**src/rtl/ibex_bus_arb_pkg.sv**
```systemverilog
// Shared types for the Ibex instruction/data bus arbiter.
// Defines the owner and arbiter state enums, plus a small helper for owner selection.
package ibex_bus_arb_pkg;

    typedef enum logic {
        INSTR = 1'b0,
        DATA  = 1'b1
    } arb_owner_e;

    typedef enum logic {
        IDLE   = 1'b0,
        LOCKED = 1'b1
    } arb_state_e;

    // Width of the outstanding-response counter (covers depths up to 4).
    localparam int unsigned CountWidth = 3;

    function automatic arb_owner_e other_owner(arb_owner_e o);
        return (o == INSTR) ? DATA : INSTR;
    endfunction

endpackage

```
**src/rtl/ibex_bus_arb_if.sv**
```systemverilog
// Bundle of core-side (instruction/data) and host-side bus signals for ibex_bus_arb.
// The slave modport is the arbiter's view: it serves the two core ports and drives the host port.
// The master modport is the surrounding system's view.
interface ibex_bus_arb_if #(
    parameter int unsigned AddrWidth = 32,
    parameter int unsigned DataWidth = 32
);
    localparam int unsigned BeWidth = DataWidth / 8;

    // Instruction side
    logic                 instr_req_i;
    logic                 instr_gnt_o;
    logic [AddrWidth-1:0] instr_addr_i;
    logic                 instr_rvalid_o;
    logic [DataWidth-1:0] instr_rdata_o;
    logic                 instr_err_o;

    // Data side
    logic                 data_req_i;
    logic                 data_gnt_o;
    logic                 data_we_i;
    logic [BeWidth-1:0]   data_be_i;
    logic [AddrWidth-1:0] data_addr_i;
    logic [DataWidth-1:0] data_wdata_i;
    logic                 data_rvalid_o;
    logic [DataWidth-1:0] data_rdata_o;
    logic                 data_err_o;

    // Host side (towards the TL-UL host adapter)
    logic                 host_req_o;
    logic                 host_gnt_i;
    logic                 host_we_o;
    logic [BeWidth-1:0]   host_be_o;
    logic [AddrWidth-1:0] host_addr_o;
    logic [DataWidth-1:0] host_wdata_o;
    logic                 host_instr_o;
    logic                 host_rvalid_i;
    logic [DataWidth-1:0] host_rdata_i;
    logic                 host_err_i;

    modport slave (
        input  instr_req_i, instr_addr_i,
        output instr_gnt_o, instr_rvalid_o, instr_rdata_o, instr_err_o,
        input  data_req_i, data_we_i, data_be_i, data_addr_i, data_wdata_i,
        output data_gnt_o, data_rvalid_o, data_rdata_o, data_err_o,
        output host_req_o, host_we_o, host_be_o, host_addr_o, host_wdata_o, host_instr_o,
        input  host_gnt_i, host_rvalid_i, host_rdata_i, host_err_i
    );

    modport master (
        output instr_req_i, instr_addr_i,
        input  instr_gnt_o, instr_rvalid_o, instr_rdata_o, instr_err_o,
        output data_req_i, data_we_i, data_be_i, data_addr_i, data_wdata_i,
        input  data_gnt_o, data_rvalid_o, data_rdata_o, data_err_o,
        input  host_req_o, host_we_o, host_be_o, host_addr_o, host_wdata_o, host_instr_o,
        output host_gnt_i, host_rvalid_i, host_rdata_i, host_err_i
    );

endinterface

```
**src/rtl/ibex_bus_arb_fifo.sv**
```systemverilog
// Response-ordering FIFO: remembers which side (1-bit owner ID) each granted
// request belongs to, so in-order host responses can be routed back.
module ibex_bus_arb_fifo
    import ibex_bus_arb_pkg::*;
#(
    parameter int unsigned Depth = 2
) (
    input  logic                  clk_i,
    input  logic                  rst_i,
    input  logic                  push_i,
    input  logic                  pop_i,
    input  logic                  data_i,
    output logic                  data_o,
    output logic [CountWidth-1:0] count_o,
    output logic                  full_o,
    output logic                  empty_o
);
    localparam int unsigned PtrWidth = (Depth > 1) ? $clog2(Depth) : 1;
    localparam logic [PtrWidth-1:0]   LastPtr    = PtrWidth'(Depth - 1);
    localparam logic [CountWidth-1:0] DepthCount = CountWidth'(Depth);

    logic [Depth-1:0]      mem_q;
    logic [PtrWidth-1:0]   wptr_q, rptr_q;
    logic [CountWidth-1:0] count_q;
    logic                  push_ok, pop_ok;

    // Pointers wrap at the configured depth, which need not be a power of two.
    function automatic logic [PtrWidth-1:0] next_ptr(logic [PtrWidth-1:0] p);
        return (p == LastPtr) ? '0 : p + 1'b1;
    endfunction

    assign full_o  = (count_q == DepthCount);
    assign empty_o = (count_q == '0);
    assign push_ok = push_i && !full_o;
    assign pop_ok  = pop_i && !empty_o;
    assign data_o  = mem_q[rptr_q];
    assign count_o = count_q;

    // Pointer and occupancy bookkeeping; push+pop together keeps the count.
    always_ff @(posedge clk_i) begin
        if (rst_i) begin
            wptr_q  <= '0;
            rptr_q  <= '0;
            count_q <= '0;
        end else begin
            if (push_ok) wptr_q <= next_ptr(wptr_q);
            if (pop_ok)  rptr_q <= next_ptr(rptr_q);
            if (push_ok && !pop_ok)      count_q <= count_q + 1'b1;
            else if (pop_ok && !push_ok) count_q <= count_q - 1'b1;
        end
    end

    // Owner ID storage; contents are meaningless until written, so no reset.
    always_ff @(posedge clk_i) begin
        if (push_ok) mem_q[wptr_q] <= data_i;
    end

endmodule

```
**src/rtl/ibex_bus_arb.sv**
```systemverilog
// Arbiter between the Ibex instruction-fetch and data ports onto one host bus.
// A request shown to the host is held until granted; responses come back in
// order and are routed to the issuing side via a small owner-ID FIFO.
// Build option: define IBEX_BUS_ARB_RR_EN for round-robin arbitration
// (DATA first after reset); otherwise DATA has fixed priority over INSTR.
module ibex_bus_arb
    import ibex_bus_arb_pkg::*;
#(
    parameter int unsigned MaxOutstanding = 2,
    parameter int unsigned AddrWidth      = 32,
    parameter int unsigned DataWidth      = 32
) (
    input  logic                  clk_i,
    input  logic                  rst_i,
    ibex_bus_arb_if.slave         bus,
    output logic [CountWidth-1:0] outstanding_o,
    output logic                  unexp_rsp_o
);
    localparam int unsigned BeWidth = DataWidth / 8;

    arb_state_e state_q;
    arb_owner_e owner_q;
`ifdef IBEX_BUS_ARB_RR_EN
    arb_owner_e prio_q;
`endif

    arb_owner_e sel_owner, cur_owner, rsp_owner;
    logic       present, push, pop, rsp_instr, rsp_data;
    logic       fifo_head, fifo_full, fifo_empty;

    // Pick a new owner when idle.
    always_comb begin
        sel_owner = bus.data_req_i ? DATA : INSTR;
`ifdef IBEX_BUS_ARB_RR_EN
        if (bus.instr_req_i && bus.data_req_i) sel_owner = prio_q;
`endif
    end

    // A held request keeps its owner; nothing is issued while the FIFO is full or in reset.
    always_comb begin
        cur_owner = (state_q == LOCKED) ? owner_q : sel_owner;
        present   = !rst_i && !fifo_full &&
                    ((state_q == LOCKED) || bus.instr_req_i || bus.data_req_i);
    end

    assign push = present && bus.host_gnt_i;
    assign pop  = !rst_i && bus.host_rvalid_i && !fifo_empty;

    // Drive the host request from the current owner's fields.
    always_comb begin
        bus.host_req_o   = present;
        bus.host_instr_o = 1'b0;
        bus.host_we_o    = 1'b0;
        bus.host_be_o    = {BeWidth{1'b0}};
        bus.host_addr_o  = {AddrWidth{1'b0}};
        bus.host_wdata_o = {DataWidth{1'b0}};
        if (present) begin
            if (cur_owner == DATA) begin
                bus.host_we_o    = bus.data_we_i;
                bus.host_be_o    = bus.data_be_i;
                bus.host_addr_o  = bus.data_addr_i;
                bus.host_wdata_o = bus.data_wdata_i;
            end else begin
                bus.host_instr_o = 1'b1;
                bus.host_be_o    = {BeWidth{1'b1}};
                bus.host_addr_o  = bus.instr_addr_i;
            end
        end
    end

    assign bus.instr_gnt_o = present && (cur_owner == INSTR) && bus.host_gnt_i;
    assign bus.data_gnt_o  = present && (cur_owner == DATA) && bus.host_gnt_i;

    // Route each response to the side at the FIFO head, zeroing idle outputs.
    assign rsp_owner = arb_owner_e'(fifo_head);
    assign rsp_instr = pop && (rsp_owner == INSTR);
    assign rsp_data  = pop && (rsp_owner == DATA);

    always_comb begin
        bus.instr_rvalid_o = rsp_instr;
        bus.instr_rdata_o  = rsp_instr ? bus.host_rdata_i : {DataWidth{1'b0}};
        bus.instr_err_o    = rsp_instr && bus.host_err_i;
        bus.data_rvalid_o  = rsp_data;
        bus.data_rdata_o   = rsp_data ? bus.host_rdata_i : {DataWidth{1'b0}};
        bus.data_err_o     = rsp_data && bus.host_err_i;
    end

    // Arbitration FSM: lock onto an owner while the host stalls the grant.
    always_ff @(posedge clk_i) begin
        if (rst_i) begin
            state_q <= IDLE;
            owner_q <= INSTR;
`ifdef IBEX_BUS_ARB_RR_EN
            prio_q  <= DATA;
`endif
        end else begin
            unique case (state_q)
                IDLE: begin
                    if (present && !bus.host_gnt_i) begin
                        state_q <= LOCKED;
                        owner_q <= sel_owner;
                    end
                end
                LOCKED: begin
                    if (bus.host_gnt_i) state_q <= IDLE;
                end
                default: state_q <= IDLE;
            endcase
`ifdef IBEX_BUS_ARB_RR_EN
            if (push) prio_q <= other_owner(cur_owner);
`endif
        end
    end

    // Sticky flag for responses that arrive with nothing outstanding.
    always_ff @(posedge clk_i) begin
        if (rst_i) begin
            unexp_rsp_o <= 1'b0;
        end else if (bus.host_rvalid_i && fifo_empty) begin
            unexp_rsp_o <= 1'b1;
        end
    end

    ibex_bus_arb_fifo #(
        .Depth (MaxOutstanding)
    ) u_fifo (
        .clk_i   (clk_i),
        .rst_i   (rst_i),
        .push_i  (push),
        .pop_i   (pop),
        .data_i  (cur_owner == DATA),
        .data_o  (fifo_head),
        .count_o (outstanding_o),
        .full_o  (fifo_full),
        .empty_o (fifo_empty)
    );

endmodule

```
**src/flat_wrapper.sv**
```systemverilog
// flat-port wrapper written by rule: the top's interface ports become plain ports
module ibex_bus_arb_flat import ibex_bus_arb_pkg::*;
#(
    parameter int unsigned MaxOutstanding = 2,
    parameter int unsigned AddrWidth      = 32,
    parameter int unsigned DataWidth      = 32
)
  (clk_i, rst_i, outstanding_o, unexp_rsp_o, bus_instr_req_i, bus_instr_addr_i, bus_instr_gnt_o, bus_instr_rvalid_o, bus_instr_rdata_o, bus_instr_err_o, bus_data_req_i, bus_data_we_i, bus_data_be_i, bus_data_addr_i, bus_data_wdata_i, bus_data_gnt_o, bus_data_rvalid_o, bus_data_rdata_o, bus_data_err_o, bus_host_req_o, bus_host_we_o, bus_host_be_o, bus_host_addr_o, bus_host_wdata_o, bus_host_instr_o, bus_host_gnt_i, bus_host_rvalid_i, bus_host_rdata_i, bus_host_err_i);
  ibex_bus_arb_if #(.AddrWidth(AddrWidth), .DataWidth(DataWidth)) bus_i ();
  input  logic clk_i;
  input  logic rst_i;
  output logic [CountWidth-1:0] outstanding_o;
  output logic unexp_rsp_o;
  input wire logic [$bits(bus_i.instr_req_i)-1:0] bus_instr_req_i;
  input wire logic [$bits(bus_i.instr_addr_i)-1:0] bus_instr_addr_i;
  output wire logic [$bits(bus_i.instr_gnt_o)-1:0] bus_instr_gnt_o;
  output wire logic [$bits(bus_i.instr_rvalid_o)-1:0] bus_instr_rvalid_o;
  output wire logic [$bits(bus_i.instr_rdata_o)-1:0] bus_instr_rdata_o;
  output wire logic [$bits(bus_i.instr_err_o)-1:0] bus_instr_err_o;
  input wire logic [$bits(bus_i.data_req_i)-1:0] bus_data_req_i;
  input wire logic [$bits(bus_i.data_we_i)-1:0] bus_data_we_i;
  input wire logic [$bits(bus_i.data_be_i)-1:0] bus_data_be_i;
  input wire logic [$bits(bus_i.data_addr_i)-1:0] bus_data_addr_i;
  input wire logic [$bits(bus_i.data_wdata_i)-1:0] bus_data_wdata_i;
  output wire logic [$bits(bus_i.data_gnt_o)-1:0] bus_data_gnt_o;
  output wire logic [$bits(bus_i.data_rvalid_o)-1:0] bus_data_rvalid_o;
  output wire logic [$bits(bus_i.data_rdata_o)-1:0] bus_data_rdata_o;
  output wire logic [$bits(bus_i.data_err_o)-1:0] bus_data_err_o;
  output wire logic [$bits(bus_i.host_req_o)-1:0] bus_host_req_o;
  output wire logic [$bits(bus_i.host_we_o)-1:0] bus_host_we_o;
  output wire logic [$bits(bus_i.host_be_o)-1:0] bus_host_be_o;
  output wire logic [$bits(bus_i.host_addr_o)-1:0] bus_host_addr_o;
  output wire logic [$bits(bus_i.host_wdata_o)-1:0] bus_host_wdata_o;
  output wire logic [$bits(bus_i.host_instr_o)-1:0] bus_host_instr_o;
  input wire logic [$bits(bus_i.host_gnt_i)-1:0] bus_host_gnt_i;
  input wire logic [$bits(bus_i.host_rvalid_i)-1:0] bus_host_rvalid_i;
  input wire logic [$bits(bus_i.host_rdata_i)-1:0] bus_host_rdata_i;
  input wire logic [$bits(bus_i.host_err_i)-1:0] bus_host_err_i;
  assign bus_i.instr_req_i = bus_instr_req_i;
  assign bus_i.instr_addr_i = bus_instr_addr_i;
  assign bus_instr_gnt_o = bus_i.instr_gnt_o;
  assign bus_instr_rvalid_o = bus_i.instr_rvalid_o;
  assign bus_instr_rdata_o = bus_i.instr_rdata_o;
  assign bus_instr_err_o = bus_i.instr_err_o;
  assign bus_i.data_req_i = bus_data_req_i;
  assign bus_i.data_we_i = bus_data_we_i;
  assign bus_i.data_be_i = bus_data_be_i;
  assign bus_i.data_addr_i = bus_data_addr_i;
  assign bus_i.data_wdata_i = bus_data_wdata_i;
  assign bus_data_gnt_o = bus_i.data_gnt_o;
  assign bus_data_rvalid_o = bus_i.data_rvalid_o;
  assign bus_data_rdata_o = bus_i.data_rdata_o;
  assign bus_data_err_o = bus_i.data_err_o;
  assign bus_host_req_o = bus_i.host_req_o;
  assign bus_host_we_o = bus_i.host_we_o;
  assign bus_host_be_o = bus_i.host_be_o;
  assign bus_host_addr_o = bus_i.host_addr_o;
  assign bus_host_wdata_o = bus_i.host_wdata_o;
  assign bus_host_instr_o = bus_i.host_instr_o;
  assign bus_i.host_gnt_i = bus_host_gnt_i;
  assign bus_i.host_rvalid_i = bus_host_rvalid_i;
  assign bus_i.host_rdata_i = bus_host_rdata_i;
  assign bus_i.host_err_i = bus_host_err_i;
  ibex_bus_arb #(.MaxOutstanding(MaxOutstanding), .AddrWidth(AddrWidth), .DataWidth(DataWidth)) u_core (.clk_i(clk_i), .rst_i(rst_i), .bus(bus_i), .outstanding_o(outstanding_o), .unexp_rsp_o(unexp_rsp_o));
endmodule
```
**config.mk**
```make
export PLATFORM = sky130hd
export DESIGN_NAME = ibex_bus_arb_flat
export DESIGN_NICKNAME = d
export VERILOG_FILES = /design/src/rtl/ibex_bus_arb_pkg.sv /design/src/rtl/ibex_bus_arb_if.sv /design/src/rtl/ibex_bus_arb_fifo.sv /design/src/rtl/ibex_bus_arb.sv /design/src/flat_wrapper.sv
export SDC_FILE = /design/constraint.sdc
export NUM_CORES = 1
export LEC_CHECK = 0
export BUFFER_PORTS_ARGS = -buffer_cell sky130_fd_sc_hd__buf_2
export CAP_MARGIN = 5
export CORE_AREA = 5 5 107 109
export CTS_BUF_LIST = sky130_fd_sc_hd__clkbuf_4 sky130_fd_sc_hd__clkbuf_8 sky130_fd_sc_hd__clkbuf_16
export CTS_CLUSTER_DIAMETER = 60
export DETAILED_ROUTE_END_ITERATION = 12
export DIE_AREA = 0 0 112 114
export PLACE_DENSITY = 0.67
export SLEW_MARGIN = 20
export SYNTH_ARGS = -nofsm -noshare
export SYNTH_HDL_FRONTEND = slang
export SYNTH_SLANG_ARGS = --single-unit
```
**constraint.sdc**
```tcl
create_clock -name clk_i -period 2.5 [get_ports clk_i]
set_input_delay 0.125 -clock clk_i [delete_from_list [all_inputs] [get_ports clk_i]]
set_output_delay 0.125 -clock clk_i [all_outputs]
set_load 0.02 [all_outputs]
```
==> flow_metrics.env <==
export IMPL_pre_cts_ws_ps=226
export IMPL_htreeDepth=1
export IMPL_post_synth_num_cell_types=29
export IMPL_p_per_area_nw_per_um2=434
export IMPL_rows=38
export IMPL_die_area_sq_um=12800
export IMPL_yosysMostFrequentCell="and2_1"
export IMPL_cts_sinks=10
export IMPL_status="finished, final reports clean"
export IMPL_stdcell_area_sq_um=3340
export IMPL_gp_congestion=0.780
export IMPL_drc=0
export IMPL_mappedNetlistArea_sq_um=1750
export IMPL_clock_root_buffer="clkbuf_8"
export IMPL_fin_ws_ps=218
export IMPL_fin_tns_setup_ps=0
export IMPL_syn_avg_cell_area_sq_um=6.26
export IMPL_crit_type="register to register"
export IMPL_grt_max_degree=44
export IMPL_vdd_drop_max_mv=0.195
export IMPL_hold_path_startpoint="bus_data_req_i"
export IMPL_placed_area_sq_um=3290
export IMPL_hold_path_class="input port to register"
export IMPL_syn_inst=279
export IMPL_p_leak_uw=0.00212
export IMPL_fin_crit_ps=2280
export IMPL_synth_ff_type="dfxtp_1"
export IMPL_crit_path_start_kind="register"
export IMPL_rsz0062_at_grt="false"
export IMPL_initial_core_util=0.166
export IMPL_cp_max_fo=6
export IMPL_synthArstFlopShare=0
export IMPL_grt_pass1_wl_um=12800
export IMPL_die_x_um=112
export IMPL_r2r_start="u_core.u_fifo.count_o[1]$_SDFFE_PP0P_"
export IMPL_r2r_cells=9
export IMPL_numCtsBuffers=3
export IMPL_post_cts_setup_buffers=0
export IMPL_grt_antenna_before_repair=0
export IMPL_cap_violations=0
export IMPL_dr_total_vias=2780
export IMPL_grt_pass1_vias=2677
export IMPL_ys_seq_area_frac=0.126
export IMPL_fin_crit_sh=0.913
export IMPL_cts_hold_buffers=0
export IMPL_skew_ps=0.264
export IMPL_numPortBuffers=284
export IMPL_die_y_um=114
export IMPL_netlist_area_leader_share=0.355
export IMPL_fin_hold_ws_ps=178
export IMPL_cp_arrival_ps=2450
export IMPL_final_util=0.318
export IMPL_drtIter0Drc=106
export IMPL_synth_edff_count=2
export IMPL_worst_setup_path_end_kind="register"
export IMPL_area_growth_pct=91.0
export IMPL_ant_nets=0
export IMPL_ios=285
export IMPL_diodes=0
export IMPL_drt_pass1_iter_count=4
export IMPL_drt_wl_total_um=8470
export IMPL_clockBufferDepth=2
export IMPL_hold_path_depth=3
export IMPL_hpwl_um=7300
export IMPL_synthesis_nets=421
export IMPL_synth_area_top_cells="and2_1 (35%), nand2_1 (14%), a21oi_1 (9.7%)"
export IMPL_cts_tree="yes"
export IMPL_clkLatencyLatePin_ps=230
export IMPL_yosysWarningCount=0
export IMPL_cp_startpoint="u_core.u_fifo.count_o[1]$_SDFFE_PP0P_"
export IMPL_avgViaCountPerCell=4.01
export IMPL_cts_clk_slew_worst_paths_ps=50
export IMPL_yosys_area_top_type="and2_1"
export IMPL_setup_violations=0
export IMPL_cp_required_ps=2660
export IMPL_fmax_mhz=438
export IMPL_synth_ff_latch_count=10
export IMPL_routedWlPerCell_um=12.2
export IMPL_finalNetCount=697
export IMPL_slew_headroom=0.649
export IMPL_grt_ovfl_total=0
export IMPL_core_area_sq_um=10500
export IMPL_slew_viol_final=0
export IMPL_post_cts_resize_count=0
export IMPL_groute_usage_overall=0.117
export IMPL_drive_above_1_share=0.558
export IMPL_final_hold_violation_count=0
export IMPL_tightest_slew_ps=522
export IMPL_ys_top_cells_by_count="and2_1 (99), nand2_1 (64), a21oi_1 (34)"
stage by stage:
step                power [uW]  instances
floorplan                  915        279
global placement          1290        690
detailed placement        1300        690
CTS                       1480        694
global route              1580        694
finish                    1450        694
report_power, final:
part / total, uW / internal [uW] / switching, uW
Clock: 170 / 107 / 62.2
Combinational: 1030 / 404 / 628
Sequential: 248 / 205 / 43.3
worst paths after layout:
path | end | slack [ps]
worst max register to register | u_core.u_fifo.count_o[2]$_SDFFE_PP0P_ | 220
worst min register to register | u_core.unexp_rsp_o$_SDFFE_PP0P_ | 470
worst max-delay path | u_core.u_fifo.count_o[2]$_SDFFE_PP0P_ | 220
worst min-delay path | u_core.owner_q$_SDFFE_PP0P_ | 180
cells by family (layout without fill, tap and decap cells):
kind of cell | count (synthesis) | after routing | share of synthesized area
simple gates | 192 | 192 | 0.599
compound gates | 41 | 41 | 0.129
buf+inv | 28 | 303 | 0.0953
flops | 10 | 10 | 0.126
xor+xnor | 3 | 3 | 0.0150
mux | 3 | 3 | 0.0172
fa+ha+maj | 2 | 2 | 0.0186
sequential cells by signal, summed over array words and instances (netlist names):
name / cells
u_core.u_fifo.count_o: 3
u_core.u_fifo.wptr_q: 1
u_core.u_fifo.rptr_q: 1
u_core.state_q: 1
u_core.u_fifo.mem_q: 2
u_core.unexp_rsp_o: 1
u_core.owner_q: 1
routing by layer:
layer | up-vias | share of wire | track usage
met4 | 0 | 0.0069 | 0.0232
li1 | 1431 | - | -
met2 | 161 | 0.52 | 0.216
met5 | - | 0 | 0
met3 | 4 | 0.11 | 0.0329
met1 | 1184 | 0.36 | 0.134
cells in the final DEF (no fill, tap or decap), drive strengths merged:
cell type  netlist  layout
clkinv           1       2
nor3             6       6
mux2i            3       3
ha               1       1
nor2            14      14
and2            99      99
nand2b           1       1
nand2           64      64
and3             1       1
o31ai            3       3
a21oi           34      34
or3              2       2
nor4             1       1
buf             15     293
inv              5       5
dfxtp            8       8
o21ai            1       1
edfxtp           2       2
or2              2       2
clkbuf           7       3
o211a            1       1
xor2             3       3
nor3b            2       2
o311ai           2       2
fa               1       1
layout make-up:
| class | count | area [sq um] |
|---|---|---|
| repair buffers | 293 | 1490 |
| clock buffers | 3 | 41.3 |
| fillers | 1221 | 7170 |
| flip-flops and latches | 10 | 224 |
| inverters | 6 | 22.5 |
| well taps | 140 | 175 |
| clock inverters | 1 | 3.75 |
| multi-input cells | 241 | 1380 |
worst max-delay path, stage by stage (launching register included):
cell and delay [ps]:
dfxtp_2 340, nor3b_2 190, or3_1 370, nor2_1 110, ha_1 190, inv_1 60, fa_1 370, xor2_1 150
or3_1 300, a21oi_1 130
No activity file was read; power rests on OpenSTA's default activity.
